$ cat config.mk
export PLATFORM = sky130hd
export DESIGN_NAME = regfile_dump_flat
export DESIGN_NICKNAME = d
export VERILOG_FILES = /design/src/rtl/regfile_dump_if.sv /design/src/rtl/regfile_dump.sv /design/src/flat_wrapper.sv
export SDC_FILE = /design/constraint.sdc
export NUM_CORES = 1
export LEC_CHECK = 0
export BUFFER_PORTS_ARGS = -buffer_cell sky130_fd_sc_hd__buf_2
export CAP_MARGIN = 20
export CORE_MARGIN = 2
export CORE_UTILIZATION = 55
export CTS_CLUSTER_DIAMETER = 120
export CTS_CLUSTER_SIZE = 10
export DETAILED_ROUTE_END_ITERATION = 8
export GPL_TIMING_DRIVEN = 0
export PLACE_DENSITY = 0.77
export SLEW_MARGIN = 15
export SYNTH_ARGS = -nofsm -noshare
export SYNTH_HDL_FRONTEND = slang
export SYNTH_SLANG_ARGS = --single-unit
export TNS_END_PERCENT = 1
$ cat constraint.sdc
create_clock -name clk -period 6.7 [get_ports clk]
set_input_delay 1.675 -clock clk [delete_from_list [all_inputs] [get_ports clk]]
set_output_delay 1.675 -clock clk [all_outputs]
set_load 0.02 [all_outputs]
$ cat src/rtl/regfile_dump_if.sv
// Beat stream from the register-file dump engine to its consumer.
//   out_valid : beat present (source -> sink)
//   out_ready : sink accepts the beat (sink -> source)
//   out_idx   : register index of the beat
//   out_data  : register value of the beat
interface regfile_dump_if;
    logic        out_valid;
    logic        out_ready;
    logic [4:0]  out_idx;
    logic [63:0] out_data;

    modport master (
        output out_valid,
        output out_idx,
        output out_data,
        input  out_ready
    );

    modport slave (
        input  out_valid,
        input  out_idx,
        input  out_data,
        output out_ready
    );
endinterface

$ cat src/rtl/regfile_dump.sv
// Debug read-out engine: walks a register file read port from X0 upward,
// streams (index, value) beats over a valid/ready link, keeps a wrapping
// 64-bit checksum of accepted beats and pulses done after the last beat.
// Ports:
//   clk, reset   : clock, asynchronous active-high reset
//   start        : begin a scan (only honoured when idle)
//   ra / rd      : register file read address / combinational read data
//   stream       : beat output (master side of regfile_dump_if)
//   busy         : high whenever not idle
//   done         : one-cycle pulse after the final beat is accepted
//   checksum     : mod-2^64 sum of accepted beats of current/last scan
module regfile_dump #(
    parameter int unsigned NREGS = 32
) (
    input  logic                  clk,
    input  logic                  reset,
    input  logic                  start,
    output logic [4:0]            ra,
    input  logic [63:0]           rd,
    regfile_dump_if.master        stream,
    output logic                  busy,
    output logic                  done,
    output logic [63:0]           checksum
);

    localparam int unsigned IDX_W  = 5;
    localparam int unsigned DATA_W = 64;

    localparam logic [1:0] S_IDLE = 2'd0;
    localparam logic [1:0] S_READ = 2'd1;
    localparam logic [1:0] S_SEND = 2'd2;
    localparam logic [1:0] S_DONE = 2'd3;

    // End of scan is found by comparing against the last index, so idx
    // never has to wrap even when NREGS is 32.
    localparam logic [IDX_W-1:0] LAST_IDX = IDX_W'(NREGS - 1);

    logic [1:0]        state_q, state_d;
    logic [IDX_W-1:0]  idx_q, idx_d;
    logic [IDX_W-1:0]  out_idx_q, out_idx_d;
    logic [DATA_W-1:0] out_data_q, out_data_d;
    logic [DATA_W-1:0] checksum_q, checksum_d;
    logic              valid_q, valid_d;
    logic              busy_q, busy_d;
    logic              done_q, done_d;

    // State and output registers
    always_ff @(posedge clk or posedge reset) begin
        if (reset) begin
            state_q    <= S_IDLE;
            idx_q      <= '0;
            out_idx_q  <= '0;
            out_data_q <= '0;
            checksum_q <= '0;
            valid_q    <= 1'b0;
            busy_q     <= 1'b0;
            done_q     <= 1'b0;
        end else begin
            state_q    <= state_d;
            idx_q      <= idx_d;
            out_idx_q  <= out_idx_d;
            out_data_q <= out_data_d;
            checksum_q <= checksum_d;
            valid_q    <= valid_d;
            busy_q     <= busy_d;
            done_q     <= done_d;
        end
    end

    // Next-state and datapath updates
    always_comb begin
        state_d    = state_q;
        idx_d      = idx_q;
        out_idx_d  = out_idx_q;
        out_data_d = out_data_q;
        checksum_d = checksum_q;

        case (state_q)
            S_IDLE: begin
                if (start) begin
                    idx_d      = '0;
                    checksum_d = '0;
                    state_d    = S_READ;
                end
            end
            S_READ: begin
                // ra has held idx for a full cycle, so rd has settled
                out_data_d = rd;
                out_idx_d  = idx_q;
                state_d    = S_SEND;
            end
            S_SEND: begin
                if (stream.out_ready) begin
                    checksum_d = checksum_q + out_data_q;
                    if (idx_q == LAST_IDX) begin
                        state_d = S_DONE;
                    end else begin
                        idx_d   = idx_q + IDX_W'(1);
                        state_d = S_READ;
                    end
                end
            end
            S_DONE: begin
                state_d = S_IDLE;
            end
            default: begin
                state_d = S_IDLE;
            end
        endcase

        // Status flags are registered copies of the upcoming state decode
        valid_d = (state_d == S_SEND);
        busy_d  = (state_d != S_IDLE);
        done_d  = (state_d == S_DONE);
    end

    assign ra              = idx_q;
    assign stream.out_valid = valid_q;
    assign stream.out_idx   = out_idx_q;
    assign stream.out_data  = out_data_q;
    assign busy            = busy_q;
    assign done            = done_q;
    assign checksum        = checksum_q;

endmodule

$ cat src/flat_wrapper.sv
// flat-port wrapper written by rule: the top's interface ports become plain ports
module regfile_dump_flat 
#(
    parameter int unsigned NREGS = 32
)
  (clk, reset, start, ra, rd, busy, done, checksum, stream_out_valid, stream_out_idx, stream_out_data, stream_out_ready);
  regfile_dump_if stream_i ();
  input  logic clk;
  input  logic reset;
  input  logic start;
  output logic [4:0] ra;
  input  logic [63:0] rd;
  output logic busy;
  output logic done;
  output logic [63:0] checksum;
  output wire logic [$bits(stream_i.out_valid)-1:0] stream_out_valid;
  output wire logic [$bits(stream_i.out_idx)-1:0] stream_out_idx;
  output wire logic [$bits(stream_i.out_data)-1:0] stream_out_data;
  input wire logic [$bits(stream_i.out_ready)-1:0] stream_out_ready;
  assign stream_out_valid = stream_i.out_valid;
  assign stream_out_idx = stream_i.out_idx;
  assign stream_out_data = stream_i.out_data;
  assign stream_i.out_ready = stream_out_ready;
  regfile_dump #(.NREGS(NREGS)) u_core (.clk(clk), .reset(reset), .start(start), .ra(ra), .rd(rd), .stream(stream_i), .busy(busy), .done(done), .checksum(checksum));
endmodule
== Yosys cells after proc, flatten, opt, wreduce, memory -nomap -nowiden ==
Index checks and enable logic that the tools add are counted.
Cells by class
  reduce and logical (&&, ||, !) cells: 5
  mux-type cells: 11
  div/mod/pow operators: 0
  $mul: 0
  $lt $le $gt $ge: 0
  bitwise operators: 0
  shift-type cells: 0
  equality and inequality tests: 9
  add/sub/neg operators: 2
Operators by type and width (number)
  64-bit 2-to-1 mux: 2
  64-bit case mux with 2 select lines: 1
  64-bit adder: 1
  5-bit 2-to-1 mux: 3
  5-bit case mux with 2 select lines: 1
  2-bit equality test, second input constant: 4
  2-bit case mux with 4 select lines: 1
  2-bit 2-to-1 mux: 3
  2-bit != test, second input constant: 3
  5-bit by 1-bit adder with 5-bit output, second input constant: 1
  5-bit equality test, second input constant: 1
  4-bit AND reduction: 1
  2-bit nonzero test: 2
  3-bit AND reduction: 1
  2-bit by 1-bit equality test with 1-bit output, second input constant: 1
  2-bit logical NOT: 1
Storage, ports and cells
  memory bits (read-only): 0
  memory bits (writable): 0
  output and inout bits: 141
  latch bits: 0
  memories kept: 0
  bits in registers: 143

== Logic depth before layout (Yosys ltp) ==
Gate-level depths: netlist of run 1.
  depth in word-level cells: 5
  gate-level depth with buffers: 13

== Least setup slack after synthesis of run 1 ==
Ideal clock, no wire load.
  path type: reg-to-reg
  start: register u_core.out_data_q[0] (netlist: u_core.stream.out_data[0])
  end: register u_core.checksum_q[54] (netlist: u_core.checksum[54])
  data required time: 6.568 ns
  data arrival time: 2.778 ns
  cell stages (with the launch flop): 14
  setup time: 0.132 ns
  setup slack: 3.789 ns
  clock period less this slack: 2.911 ns
  path through: dfrtp_1 > ha_1 > inv_1 > fa_1 > nor2b_1 > o31a_2 > o31ai_2 > nand3_1 > a21oi_1 > o211ai_1 > a41o_1 > a21oi_1 > xor2_1 > o21ai_1
Between the ends
  cells in the longest elaborated chain, start to end: 3
Ends and longest elaborated chain
  start, declared: line regfile_dump.sv:41  | logic [DATA_W-1:0] out_data_q, out_data_d;
  start signal, assigned: line regfile_dump.sv:62  | out_data_q <= out_data_d;
  64-bit adder: line regfile_dump.sv:94  | checksum_d = checksum_q + out_data_q;
  64-bit 2-to-1 mux: line regfile_dump.sv:93  | if (stream.out_ready) begin
  64-bit case mux with 2 select lines: line regfile_dump.sv:78  | case (state_q)
  end signal, assigned: line regfile_dump.sv:63  | checksum_q <= checksum_d;
  end, declared: line regfile_dump.sv:42  | logic [DATA_W-1:0] checksum_q, checksum_d;
Every way passes these cells. The select of a mux whose other input is x is not followed.
A chain may end at the register's enable or synchronous reset.

== Worst setup path after layout of run 1 ==
Same ends and word-level chain as after synthesis.

==> results.md, run 1 <==
- Final Net Count: 1312
- Hold WS: 0.505 ns
- Startpoint Class: register
- Wire per inst: 17.3 um
- Post-synth top flop: dfrtp_1
- Post-Synth Simple-Gate Area: 0.123
- Crit path max-delay cell type: a21oi_1
- F_max: 272 MHz
- Fraction of registers with async set/reset: 1.00
- Post-cts gate resize count: 0
- Power density cells: 619 nW/um^2
- Vias/cell: between 5 and 6
- Gr ovfl total: 0
- Port Buf Inserts: roughly 210
- Pin count of the biggest net entering global routing: about 110
- DR pass1 iterations: 5
- Share of cells above drive strength 1: 0.299
- Chip Width: 133 um
- Placement row count: 47
- Min-delay worst type: reg -> reg
- CTS tree: done
- # diodes: 0
- Hold wc startpoint: u_core.checksum[15]
- Post-synthesis sequential area ratio: 0.389
- Sink Count: 143
- Unrepaired setup endpoints after global routing: false
- Clk buf depth: 2
- Post-route DRC: 0
- Clk_lat worst skew: around 0.43 ns
- Crit-path cells: ha_1 -> inv_1 -> fa_1 -> nor2b_1 -> o31a_2 -> o31ai_2 -> nand3_1 -> a21oi_1 -> o211ai_1 -> a41o_1 -> a21oi_1 -> xor2_1 -> o21ai_1
- Initial antenna violation count: 1
- Critical path startpoint: u_core.stream.out_data[0]
- EDFF count, synth: 0
- Cell taking the most area after synthesis: dfrtp_1
- CP Capture Type: register
- First-pass GRT wire length: just under 40000 um
- Number of global-route vias before repair: approximately 8000
- HPWL Detailed: about 19000 um
- Post-route ant nets: 0
- Final worst-path cycle share: 0.549
- CTS buffer count: 17
- Worst r2r src: u_core.stream.out_data[0]
- Slew of the pin with the lowest slew margin: ~0.82 ns
- Peak supply drop: 0.298 mV
- Critical Path Most Common Cell: a21oi_1
- Leak: 0.00542 uW
- Crit-path max FO: 4
- Adder-cell share of the synthesized area: 0.0905
- CTS Hold Bufs: 0
- Post-Syn Area per Cell: about 9.7 sq um
- DIE AREA: 17800 sq um
- Yosys reg bits: 143
- Util after Layout: 0.678
- GRT Total Usage: 0.276
- Type of the worst setup path: reg -> reg
- Vias: 8145
- CP max stage delay: about 0.45 ns
- Dominant cells by area after synthesis: dfrtp_1 39%, ha_1 8.8%, mux2_2 8.6%, nand2_1 4.4%, a21oi_1 4.1%
- Area grow syn2layout: 21.2%
- Slew Viols, Final: 0
- Filler cells: 1368
- Pre-CTS WS: 3.11 ns
- Total of warnings raised by yosys: 0
- Slew HR: 0.456
- Gpl congestion: 0.922
- Finished Layout Cells: between 1000 and 1500
- Routed wire length: 24400 um
- Initial DRC Count: between 400 and 500
- CTS root buf: clkbuf_16
- Max-cap violations: 0
- Placed cells: 1379
- Number of library cell types mapped by synthesis: 80
- Reg clk slew, reported paths: 0.06 ns
- Clk_skew: 0.00895 ns
- Initial core utilization: 0.559
- Minimum clock period: 3.68 ns
- Final setup fails: 0
- Worst Setup Slack, final: 3.02 ns
- Mapped Area: 9210 sq um
- Status: finished, final reports clean
- Largest family of logic cells by synthesized area: compound AO/OA/AOI/OAI gates
- Synth Area in Compound Gates: 0.207
- Cells after synthesis: 950
- Post-CTS Setup Bufs: 0
- Post-synthesis xor/xnor area fraction: 0.0552
- CORE AREA: about 16000 sq um
- Syn nets: around 1100
- Die Y: 133 um
- Worst EP required: between 6 and 7 ns
- Hold Vio Cnt, Final: 0
- Critical Path AT: 3.97 ns
- H-tree depth: 4
- Io pins: 209
- Mux cell area share after synthesis: 0.0878
- Synth top area share: 0.389
where the power goes:
part	switching [uW]	total (uW)	leakage [uW]	internal (uW)
Clock	403	968	0.000281	564
Sequential	335	1580	0.00180	1240
Combinational	2610	4360	0.00334	1750
path summary, 6_finish.rpt:
| path | endpoint | slack (ns) | cells after the start |
|---|---|---|---|
| setup / recovery | u_core.checksum[54] | 3.02 | 13 |
| hold / removal | u_core.checksum[15] | 0.51 | 2 |
| setup reg to reg | u_core.checksum[54] | 3.02 | 13 |
| hold reg to reg | u_core.checksum[15] | 0.51 | 2 |
| max in group asynchronous | u_core.checksum[15] | 4.67 | 3 |
| min in group asynchronous | u_core.stream.out_data[40] | 1.21 | 2 |
worst max-delay path, delay by kind of cell (launching register included):
kind                       cells  cell delay (ns)
adders and majority gates      2             0.44
DFF                            1             0.41
and+or+nand+nor                2             0.23
buffers and inverters          1             0.07
AOI/OAI and AO/OA              7             2.20
xor gates and xnor gates       1             0.18
cell usage after synthesis, drive strengths merged, types with 3 or more instances:
cell	n
or2	3
o22ai	3
o41ai	3
nand2	111
nor3	16
nand4	24
nor2b	6
xor2	29
o21a	11
a21boi	5
and2	5
clkbuf	39
nand3	13
o31ai	8
a21oi	76
and3	6
a22o	11
inv	20
o21ai	89
a2111oi	3
nand2b	5
a211oi	11
buf	11
a21o	28
dfrtp	143
o211ai	6
clkdlybuf4s15	3
nor2	44
ha	65
mux2	70
a221oi	3
xnor2	29
o21bai	13
a31oi	7
cells in the final DEF (no fill, tap or decap), types with 3 or more instances in the layout:
cell type / instances
o21ai_0: 62
buf_1: 3
and2_1: 3
clkbuf_16: 17
a211oi_1: 10
o21a_1: 11
nor2b_1: 6
inv_6: 3
nor3_1: 15
buf_6: 6
or2_2: 3
xor2_1: 29
nor2_1: 43
o211ai_1: 6
a22o_1: 11
clkbuf_1: 30
nand4_1: 23
and3_1: 5
buf_2: 210
o21ai_1: 26
clkinvlp_4: 4
o41ai_1: 3
clkbuf_8: 9
o31ai_1: 5
nand2_1: 109
dfrtp_1: 143
nand2b_1: 5
clkinv_4: 3
ha_1: 65
xnor2_1: 29
a31oi_1: 7
a21o_1: 26
nand3_1: 13
a21boi_0: 3
inv_1: 19
mux2_2: 70
o21bai_1: 13
a21oi_1: 75
cells by family (layout without fill, tap and decap cells):
| kind of cell | count (synthesis) | count (layout) |
|---|---|---|
| compound gates | 294 | 294 |
| xor+xnor | 58 | 58 |
| fa+ha+maj | 66 | 66 |
| buf+inv | 74 | 315 |
| flops | 143 | 143 |
| mux | 72 | 72 |
| simple gates | 243 | 243 |
layout make-up:
type | instances | area [sq um] | share of cell area
flip-flops and latches | 143 | 3580 | 0.321
multi-input cells | 733 | 5190 | 0.465
well taps | 220 | 275 | 0.0247
clock buffers | 18 | 439 | 0.0394
clock inverters | 14 | 159 | 0.0142
repair buffers | 209 | 1070 | 0.0958
plain buffers | 54 | 367 | 0.0329
inverters | 20 | 82.6 | 0.00740
metrics by stage:
step,instance area [sq um],TNS (ns),power [uW]
after global routing,11200,0,7400
after global placement,10500,-74.17,5800
after detailed placement,10600,0,5900
final,11200,0,6900
after CTS,11200,0,6890
after floorplan,9210,0,4760
registers in the layout (all words and copies together), names as in the netlist:
name,cells
u_core.stream.out_data,64
u_core.checksum,64
u_core.stream.out_idx,5
u_core.busy,1
u_core.stream.out_valid,1
u_core.done,1
u_core.ra,5
u_core.state_q,2
routing by layer:
| layer | vias to the layer above | wire [um] | track usage |
|---|---|---|---|
| li1 | 3921 | - | - |
| met1 | 3909 | 10800 | 0.360 |
| met2 | 267 | 11800 | 0.466 |
| met3 | 46 | 1380 | 0.0590 |
| met4 | 2 | 456 | 0.0792 |
| met5 | - | 11 | 0 |
Note: power is estimated with default switching activity, not from simulation.
==> inputs of run 2 (changes only) <==
--- a/config.mk
+++ b/config.mk
@@ -8,12 +8,12 @@
 export BUFFER_PORTS_ARGS = -buffer_cell sky130_fd_sc_hd__buf_2
 export CAP_MARGIN = 20
 export CORE_MARGIN = 2
-export CORE_UTILIZATION = 55
+export CORE_UTILIZATION = 50
 export CTS_CLUSTER_DIAMETER = 120
 export CTS_CLUSTER_SIZE = 10
 export DETAILED_ROUTE_END_ITERATION = 8
 export GPL_TIMING_DRIVEN = 0
-export PLACE_DENSITY = 0.77
+export PLACE_DENSITY = 0.74
 export SLEW_MARGIN = 15
 export SYNTH_ARGS = -nofsm -noshare
 export SYNTH_HDL_FRONTEND = slang
==> constraint.sdc (replaced) <==
create_clock -name clk -period 2.97 [get_ports clk]
set_input_delay 0.7425 -clock clk [delete_from_list [all_inputs] [get_ports clk]]
set_output_delay 0.7425 -clock clk [all_outputs]
set_load 0.02 [all_outputs]
==> results.md, run 2 (synthesis results as in run 1) <==
- Crit-path max FO: 4 (unchanged)
- Slew of the pin with the lowest slew margin: 0.818 ns (was 0.816 ns)
- Post-route ant nets: 0 (unchanged)
- Sink Count: 143 (unchanged)
- Routed wire length: 25700 um (was 24400 um)
- Clk_skew: 0.00788 ns (was 0.00895 ns)
- CORE AREA: 18000 sq um (was 16500 sq um)
- Type of the worst setup path: reg -> reg (unchanged)
- Vias: 8288 (was 8145)
- GRT Total Usage: 0.259 (was 0.276)
- Unrepaired setup endpoints after global routing: true (was false)
- Worst Setup Slack, final: -0.0873 ns (was 3.02 ns)
- CTS tree: done (unchanged)
- Critical Path Most Common Cell: a21oi_4 (was a21oi_1)
- Placement row count: 49 (was 47)
- CP Capture Type: register (unchanged)
- Pre-CTS WS: -0.579 ns (was 3.11 ns)
- Initial antenna violation count: 1 (unchanged)
- Power density cells: 1400 nW/um^2 (was 619 nW/um^2)
- FF-to-FF setup slack: -0.09 ns (was 3.02 ns)
- Io pins: 209 (unchanged)
- F_max: 327 MHz (was 272 MHz)
- Critical path startpoint: u_core.stream.out_data[0] (unchanged)
- Gpl congestion: 0.909 (was 0.922)
- Worst r2r src: u_core.stream.out_data[0] (unchanged)
- Pin count of the biggest net entering global routing: 37 (was 109)
- Share of cells above drive strength 1: 0.355 (was 0.299)
- Status: finished with violations (was finished, final reports clean)
- Slew Viols, Final: 0 (unchanged)
- Finished Layout Cells: 1429 (was 1411)
- Port Buf Inserts: 208 (unchanged)
- Initial core utilization: 0.511 (was 0.559)
- Final worst-path cycle share: 1.03 (was 0.549)
- Placed cells: 1391 (was 1379)
- Hold Vio Cnt, Final: 0 (unchanged)
- Final setup fails: 12 (was 0)
- Reg clk slew, reported paths: 0.06 ns (about the same)
- H-tree depth: 4 (unchanged)
- Post-route DRC: 0 (unchanged)
- First-pass GRT wire length: 41000 um (was 39600 um)
- Critical Path AT: 3.35 ns (was 3.97 ns)
- DIE AREA: 19500 sq um (was 17800 sq um)
- Violated checks: setup timing
- CP max stage delay: 0.40 ns (was 0.45 ns)
- Gr ovfl total: 0 (unchanged)
- Chip Width: 140 um (was 133 um)
- Hold WS: 0.352 ns (was 0.505 ns)
- Clk buf depth: 2 (unchanged)
- Crit-path cells: ha_2 -> inv_2 -> fa_2 -> nor2b_2 -> o31a_2 -> o31ai_4 -> nand3_2 -> a21oi_4 -> o211ai_1 -> a41o_2 -> a21oi_4 -> xor2_1 -> o21ai_1 (was ha_1 -> inv_1 -> fa_1 -> nor2b_1 -> o31a_2 -> o31ai_2 -> nand3_1 -> a21oi_1 -> o211ai_1 -> a41o_1 -> a21oi_1 -> xor2_1 -> o21ai_1)
- Minimum clock period: 3.06 ns (was 3.68 ns)
- Number of global-route vias before repair: 8118 (was 7975)
- CTS root buf: clkbuf_16 (unchanged)
- DR pass1 iterations: 5 (unchanged)
- Min-delay worst type: in -> async (was reg -> reg)
- Die Y: 140 um (was 133 um)
- Startpoint Class: register (unchanged)
- CTS buffer count: 17 (unchanged)
- Wire per inst: 18.0 um (was 17.3 um)
- Max-cap violations: 0 (unchanged)
- Clk_lat worst skew: 0.43 ns (about the same)
- Vias/cell: 5.80 (was 5.77)
- Leak: 0.00553 uW (was 0.00542 uW)
- Commonest cells after routing, fill and taps aside: 209 x buf_2, 143 x dfrtp_1, 108 x nand2_1, 70 x mux2_2, 63 x a21oi_1 (was 210 x buf_2, 143 x dfrtp_1, 109 x nand2_1, 75 x a21oi_1, 70 x mux2_2)
- Area grow syn2layout: 26.5% (was 21.2%)
- Initial DRC Count: 476 (was 489)
- Crit path max-delay cell type: dfrtp_1 (was a21oi_1)
- Commonest non-fill, non-tap cell in the layout: buf_2 (unchanged)
- Final Net Count: 1321 (was 1312)
- HPWL Detailed: 18800 um (was 18600 um)
- Peak supply drop: 0.682 mV (was 0.298 mV)
- CTS Hold Bufs: 0 (unchanged)
- Slew HR: 0.455 (was 0.456)
- Worst EP required: 3.27 ns (was 6.99 ns)
==> run 2: cell types whose count changed in the layout (fill, tap and decap cells not counted), moves of 5 or more <==
cell     delta
ha_1       -14
a21oi_2     +9
ha_4        +6
buf_4      +11
o21ai_0     -5
ha_2        +8
a21oi_1    -12
==> run 2: final timing paths <==
check | cells after the start | to
setup / recovery | 13 | u_core.checksum[54]
hold / removal | 2 | u_core.stream.out_data[2]
setup reg to reg | 13 | u_core.checksum[54]
hold reg to reg | 1 | u_core.stream.out_idx[2]
max in group asynchronous | 4 | u_core.checksum[36]
min in group clk | 1 | u_core.stream.out_idx[2]
==> run 2: worst max-delay path: cells and delay by family, from the launching register on <==
family / cells / cell delay (ns)
xor+xnor: 1 / 0.16
flops: 1 / 0.40
simple gates: 2 / 0.20
buf+inv: 1 / 0.05
compound gates: 7 / 1.69
fa+ha+maj: 2 / 0.42
==> run 2: area by class of cell <==
class                      count  area (sq um)
timing repair buffer         223          1210
antenna                        1          2.50
sequential                   143          3580
buffer                        49           347
fill                        1499          6380
tap                          229           287
inverter                      20          78.8
multi-input combinational    733          5570
clock inverter                 9           110
clock buffer                  22           464
==> run 2: where the power goes <==
part | switching, uW | internal (uW)
logic | 6270 | 4340
clock network | 846 | 1280
registers | 782 | 2800
==> run 2: timing repair <==
| item | in CTS | in global routing |
|---|---|---|
| setup buffers | 5 | 6 |
| resized for setup | 34 | 46 |
| pin swaps | 16 | 27 |
| endpoints found under the setup margin | 24 | 25 |
==> run 2: per-layer routing <==
layer	vias to the layer above	global-route usage	share of wire	routed length (um)
met5	-	0	0	0
met3	47	0.0551	0.063	1610
met2	311	0.434	0.48	12400
li1	3946	-	-	-
met4	0	0.0895	0.020	510
met1	3984	0.333	0.43	11200
==> run 2: metrics by stage <==
stage | TNS, ns | power [uW] | cell area (sq um) | utilization
after floorplan | 0 | 10700 | 9210 | -
after global placement | -75.49 | 13100 | 10500 | 0.585
after detailed placement | -4.36 | 13300 | 10600 | 0.590
after CTS | -0.497 | 15900 | 11400 | 0.633
after global routing | -2.63 | 17500 | 11600 | 0.646
final | -0.514 | 16300 | 11600 | 0.646
